`src/rtl/path_replayer.sv`:
```
// path_replayer: records the rat solver's forward moves in a LIFO. Backtracked
// moves are dropped. On Done the surviving path is frozen, and on Run it is
// replayed one move per Valid/Ready handshake while the X,Y position is tracked.
module path_replayer #(
   parameter int unsigned DEPTH   = 64,
   parameter logic [3:0]  START_X = 4'd0,
   parameter logic [3:0]  START_Y = 4'd0
) (
   input  logic                       CLK,
   input  logic                       RST,
   input  logic                       Start,
   input  logic [1:0]                 MoveIn,
   input  logic                       MoveWr,
   input  logic                       MoveUndo,
   input  logic                       Done,
   input  logic                       Fail,
   input  logic                       Run,
   input  logic                       Ready,
   output logic [1:0]                 Move,
   output logic                       Valid,
   output logic [3:0]                 X,
   output logic [3:0]                 Y,
   output logic                       Busy,
   output logic                       Finished,
   output logic                       Failed,
   output logic                       Overflow,
   output logic [$clog2(DEPTH):0]     Count
);

   localparam int unsigned AW = $clog2(DEPTH);
   localparam int unsigned CW = AW + 1;

   typedef enum logic [2:0] {
      S_IDLE,
      S_RECORD,
      S_READY,
      S_REPLAY,
      S_FINISHED,
      S_FAILED
   } state_t;

   state_t        state;
   logic [1:0]    mem [DEPTH];
   logic [CW-1:0] count;
   logic [CW-1:0] cnt_m1;
   logic [CW-1:0] rd_ptr;
   logic [CW-1:0] rd_ptr_p1;
   logic          overflow;
   logic [3:0]    x, y;
   logic [3:0]    nx, ny;
   logic          mem_we;
   logic [AW-1:0] mem_waddr;
   logic          has_moves;
   logic          full;

   assign cnt_m1    = count - CW'(1);
   assign rd_ptr_p1 = rd_ptr + CW'(1);
   assign has_moves = (count != '0);
   assign full      = (count >= CW'(DEPTH));

   // Buffer write decode: a write paired with an undo replaces the top entry
   // in place; at Count=0 the pair degrades to a plain push.
   always_comb begin
      mem_we    = 1'b0;
      mem_waddr = '0;
      if (state == S_RECORD && !Start && MoveWr) begin
         if (MoveUndo && has_moves) begin
            mem_we    = 1'b1;
            mem_waddr = cnt_m1[AW-1:0];
         end else if (!full) begin
            mem_we    = 1'b1;
            mem_waddr = count[AW-1:0];
         end
      end
   end

   // Move storage has no reset: its contents are meaningless until recorded.
   always_ff @(posedge CLK) begin
      if (mem_we)
         mem[mem_waddr] <= MoveIn;
   end

   // Replay move and handshake valid, taken straight from the state and the
   // pointer so they hold steady while Ready is low.
   always_comb begin
      Valid = (state == S_REPLAY);
      Move  = Valid ? mem[rd_ptr[AW-1:0]] : 2'b00;
   end

   // Position after applying the current move, with modulo-16 wrap.
   always_comb begin
      nx = x;
      ny = y;
      case (Move)
         2'b00:   ny = y - 4'd1;
         2'b01:   nx = x + 4'd1;
         2'b10:   nx = x - 4'd1;
         default: ny = y + 4'd1;
      endcase
   end

   // Main controller: recording, replay sequencing and position tracking.
   always_ff @(posedge CLK) begin
      if (RST) begin
         state    <= S_IDLE;
         count    <= '0;
         rd_ptr   <= '0;
         overflow <= 1'b0;
         x        <= START_X;
         y        <= START_Y;
      end else if (Start) begin
         state    <= S_RECORD;
         count    <= '0;
         rd_ptr   <= '0;
         overflow <= 1'b0;
         x        <= START_X;
         y        <= START_Y;
      end else begin
         case (state)
            S_RECORD: begin
               if (MoveWr && !(MoveUndo && has_moves)) begin
                  if (!full)
                     count <= count + CW'(1);
                  else
                     overflow <= 1'b1;
               end else if (!MoveWr && MoveUndo && has_moves) begin
                  count <= cnt_m1;
               end
               // Fail wins over Done and also discards the recorded path.
               if (Fail) begin
                  state <= S_FAILED;
                  count <= '0;
               end else if (Done) begin
                  state <= S_READY;
               end
            end
            S_READY, S_FINISHED: begin
               if (Run) begin
                  rd_ptr <= '0;
                  x      <= START_X;
                  y      <= START_Y;
                  state  <= has_moves ? S_REPLAY : S_FINISHED;
               end
            end
            S_REPLAY: begin
               if (Ready) begin
                  x      <= nx;
                  y      <= ny;
                  rd_ptr <= rd_ptr_p1;
                  if (rd_ptr_p1 == count)
                     state <= S_FINISHED;
               end
            end
            default: ;
         endcase
      end
   end

   // Status outputs decoded from registered state.
   always_comb begin
      Busy     = (state == S_REPLAY);
      Finished = (state == S_FINISHED);
      Failed   = (state == S_FAILED);
      Overflow = overflow;
      Count    = count;
      X        = x;
      Y        = y;
   end

endmodule

```
`config.mk`:
```
export PLATFORM = sky130hd
export DESIGN_NAME = path_replayer
export DESIGN_NICKNAME = d
export VERILOG_FILES = /design/src/rtl/path_replayer.sv
export SDC_FILE = /design/constraint.sdc
export NUM_CORES = 1
export LEC_CHECK = 0
export ABC_AREA = 0
export CAP_MARGIN = 20
export CORE_UTILIZATION = 45
export CTS_CLUSTER_DIAMETER = 200
export DETAILED_ROUTE_END_ITERATION = 8
export GPL_TIMING_DRIVEN = 0
export PLACE_DENSITY = 0.72
export SLEW_MARGIN = 10
export SYNTH_ARGS = -nofsm -noshare
export SYNTH_HDL_FRONTEND = slang
export SYNTH_SLANG_ARGS = --single-unit
```
`constraint.sdc`:
```
create_clock -name CLK -period 4.4 [get_ports CLK]
set_input_delay 0.88 -clock CLK [delete_from_list [all_inputs] [get_ports CLK]]
set_output_delay 0.88 -clock CLK [all_outputs]
set_load 0.005 [all_outputs]
```
==> reports/qor.txt <==
# port buffers -> 32
Largest net degree at the start of global routing -> 43
Fin crit share -> 0.956
Worst Setup End Kind -> primary output
Ant diodes -> 0
CTS Hold Bufs -> 0
Dominant synthesized flop cell -> edfxtp_1
Fin Clk Skew -> 13.8 ps
Peak per-stage delay on the critical path -> 530 ps
Power Total -> 3.26 mW
Routed vias -> 5311
First-pass GRT wire length -> 29.8 mm
Final hold viol count -> 0
Post-synth EDFFs -> 128
Row count -> 47
Filler cells -> 1388
Crit-path max FO -> 10
Worst-margin pin slew -> 931 ps
Final slew viol count -> 0
Async SR Flop Fraction -> 0
Mean area per synthesized cell -> 13.1 µm²
TritonCTS buffer count -> 17
Synth Cell Area -> 7640 µm²
Layout cells sized above 1 -> 0.169
Seq/Total Area, Yosys -> 0.587
Routed wire length -> 18.4 mm
Clk pin slew, worst setup/hold paths -> 60 ps
DIE AREA -> 17500 µm²
Vias in the first global route -> 5326
GR Overflow Total -> 0
H-tree depth -> 4
Slew margin rel. -> 0.379
Outcome -> finished, final reports clean
Maximum buffer depth of the clock tree -> 2
Synth Register Bits -> 160
Antenna viol nets, final -> 0
Total GRT Usage -> 0.224
Final setup violating endpoints -> 0
I/O pins -> 33
# Post-CTS Setup Buffers -> 0
Chip Width -> 132 µm
Die Ht -> 132 µm
Final period demand of the worst path -> 4210 ps
Max Cap Viol -> 0
CTS tree -> done
CP Launch Type -> flop
WL/cell -> 21.2 µm
HPWL after DPL -> 12.6 mm
Synth warnings -> 0
Worst path cell trace -> buf_2 > buf_2 > mux2i_1 > a211oi_1 > a31oi_1 > a31oi_1 > o31a_1 > clkdlybuf4s50_1
Syn Inst Count -> 584
Gpl congestion -> 0.915
Slowest CP cell -> clkdlybuf4s50_1
Crit path kind -> reg2out
Final instance area -> 8860 µm²
Clock latency reported for the late side of the worst-skew pair -> 430 ps
Core footprint -> 16600 µm²
Synth cell types -> 68
Syn_nets -> 607
Vias/cell -> 6.11
Detailed Route Iter0 Violations -> 644
DP Cell Count -> 838
Static leakage -> 2.77 nW
Total clock sinks -> 160
Worst hold path type -> reg2reg
Initial antenna violation count -> 0
Non-Filler Instances -> 869
VDD IR-drop max -> 234 µV
Starting Density -> 0.461
Most frequent cells in the layout -> edfxtp_1, nor2_1, mux4_2, dfxtp_1, clkdlybuf4s50_1
CTS Root Cell -> clkbuf_16
RSZ-0062 raised after global routing -> yes
Pwr/cell area -> 368 nW/µm²
Drt pass-1 iters -> 5
CP required -> 3520 ps
Area post-placement -> 8280 µm²
Critical Path AT -> 3330 ps
Area growth syn-to-layout -> 15.9%
Most common cell after layout, fill and taps aside -> edfxtp_1
# DRC -> 0
Max Fclk -> 238 MHz
Nets -> 659
repair_timing:
action / CTS / global route
gates resized for setup: 2 / 6
hold endpoints to repair: 0 / 0
setup endpoints to repair: 4 / 4
report_power, final:
group	total [mW]	switching (mW)	leakage [nW]	internal (mW)
Clock	1.43	0.598	0.269	0.834
Combinational	0.188	0.125	1.09	0.0632
Sequential	1.64	0.00239	1.41	1.63
Total	3.26	0.726	2.77	2.53
through the flow:
stage / hold WS [ps] / util / setup TNS, ps / setup slack [ps]
after floorplan: 461 / - / 0 / 574
after global placement: 463 / 0.497 / -429 / -255
after detailed placement: 482 / 0.499 / -705 / -395
after CTS: 493 / 0.533 / 0 / 1.54
after global routing: 537 / 0.534 / -9.65 / -9.65
final: 487 / 0.534 / 0 / 192
Yosys cell counts (3+ instances only):
| cell type | instances | share of area |
|---|---|---|
| nand2_1 | 27 | 0.013 |
| o21ai_0 | 14 | 0.0092 |
| nor3_1 | 25 | 0.016 |
| o32ai_2 | 3 | 0.0064 |
| o31a_1 | 3 | 0.0034 |
| mux2i_1 | 5 | 0.0065 |
| a311oi_1 | 3 | 0.0034 |
| mux2_2 | 4 | 0.0059 |
| inv_1 | 16 | 0.0079 |
| nor2_1 | 67 | 0.033 |
| nand3_1 | 21 | 0.014 |
| nor2_2 | 8 | 0.0065 |
| a31oi_1 | 10 | 0.0082 |
| nor2b_1 | 5 | 0.0041 |
| and2_1 | 4 | 0.0033 |
| a21o_1 | 9 | 0.0088 |
| a211oi_1 | 8 | 0.0079 |
| ha_1 | 10 | 0.016 |
| buf_2 | 8 | 0.0052 |
| or4_1 | 7 | 0.0069 |
| or3_1 | 7 | 0.0057 |
| mux4_2 | 34 | 0.10 |
| a41oi_1 | 3 | 0.0034 |
| xor2_1 | 4 | 0.0046 |
| nand4_1 | 3 | 0.0025 |
| dfxtp_1 | 32 | 0.084 |
| nand3b_1 | 3 | 0.0029 |
| xnor2_1 | 11 | 0.013 |
| o2111ai_1 | 5 | 0.0057 |
| edfxtp_1 | 128 | 0.50 |
| o31ai_1 | 3 | 0.0029 |
| buf_4 | 4 | 0.0039 |
| o211ai_1 | 6 | 0.0059 |
| clkbuf_1 | 19 | 0.0093 |
| o22ai_1 | 4 | 0.0033 |
| a21oi_1 | 17 | 0.011 |
| and3_1 | 5 | 0.0041 |
sequential cells by signal, indices dropped and copies added, names as in the netlist, named ones only:
name      flops
Overflow      1
Count         7
Y             4
X             4
rd_ptr        7
mem         128
state         3
layout make-up:
cell class              count  area, µm²  share of cell area
repair buffers             34        358              0.0404
well taps                 220        275              0.0311
flip-flops and latches    160       4490               0.506
clock buffers              19        433              0.0489
multi-input cells         375       2950               0.333
plain buffers              32        161              0.0182
inverters                  16       60.1             0.00678
clock inverters            13        135              0.0153
metal layers:
layer,share of wire,up-vias,global-route usage
met5,0,-,0
met2,0.49,220,0.354
met3,0.064,32,0.0496
met1,0.43,2674,0.304
met4,0.019,0,0.0849
li1,-,2385,-
kinds of logic (layout without fill, tap and decap cells):
family | count (synthesis) | after routing | share of synthesized area
fa+ha+maj | 12 | 12 | 0.0216
compound gates | 108 | 108 | 0.104
xor+xnor | 15 | 15 | 0.0172
simple gates | 197 | 197 | 0.129
flops | 160 | 160 | 0.587
buf+inv | 49 | 114 | 0.0283
mux | 43 | 43 | 0.113
worst paths after layout:
check	from	end	slack (ps)	cells past startpoint
max	flop	Move[0]	190	8
min reg2reg	X[2]	X[2]	490	2
max reg2reg	flop	Y[3]	320	14
min	X[2]	X[2]	490	2
critical path, delay by kind of cell (launching register included):
kind / cells / cell delay, ps
buf+inv: 3 / 1260
compound gates: 4 / 1000
mux: 1 / 150
flops: 1 / 480
Note: power is estimated with default switching activity, not from simulation.
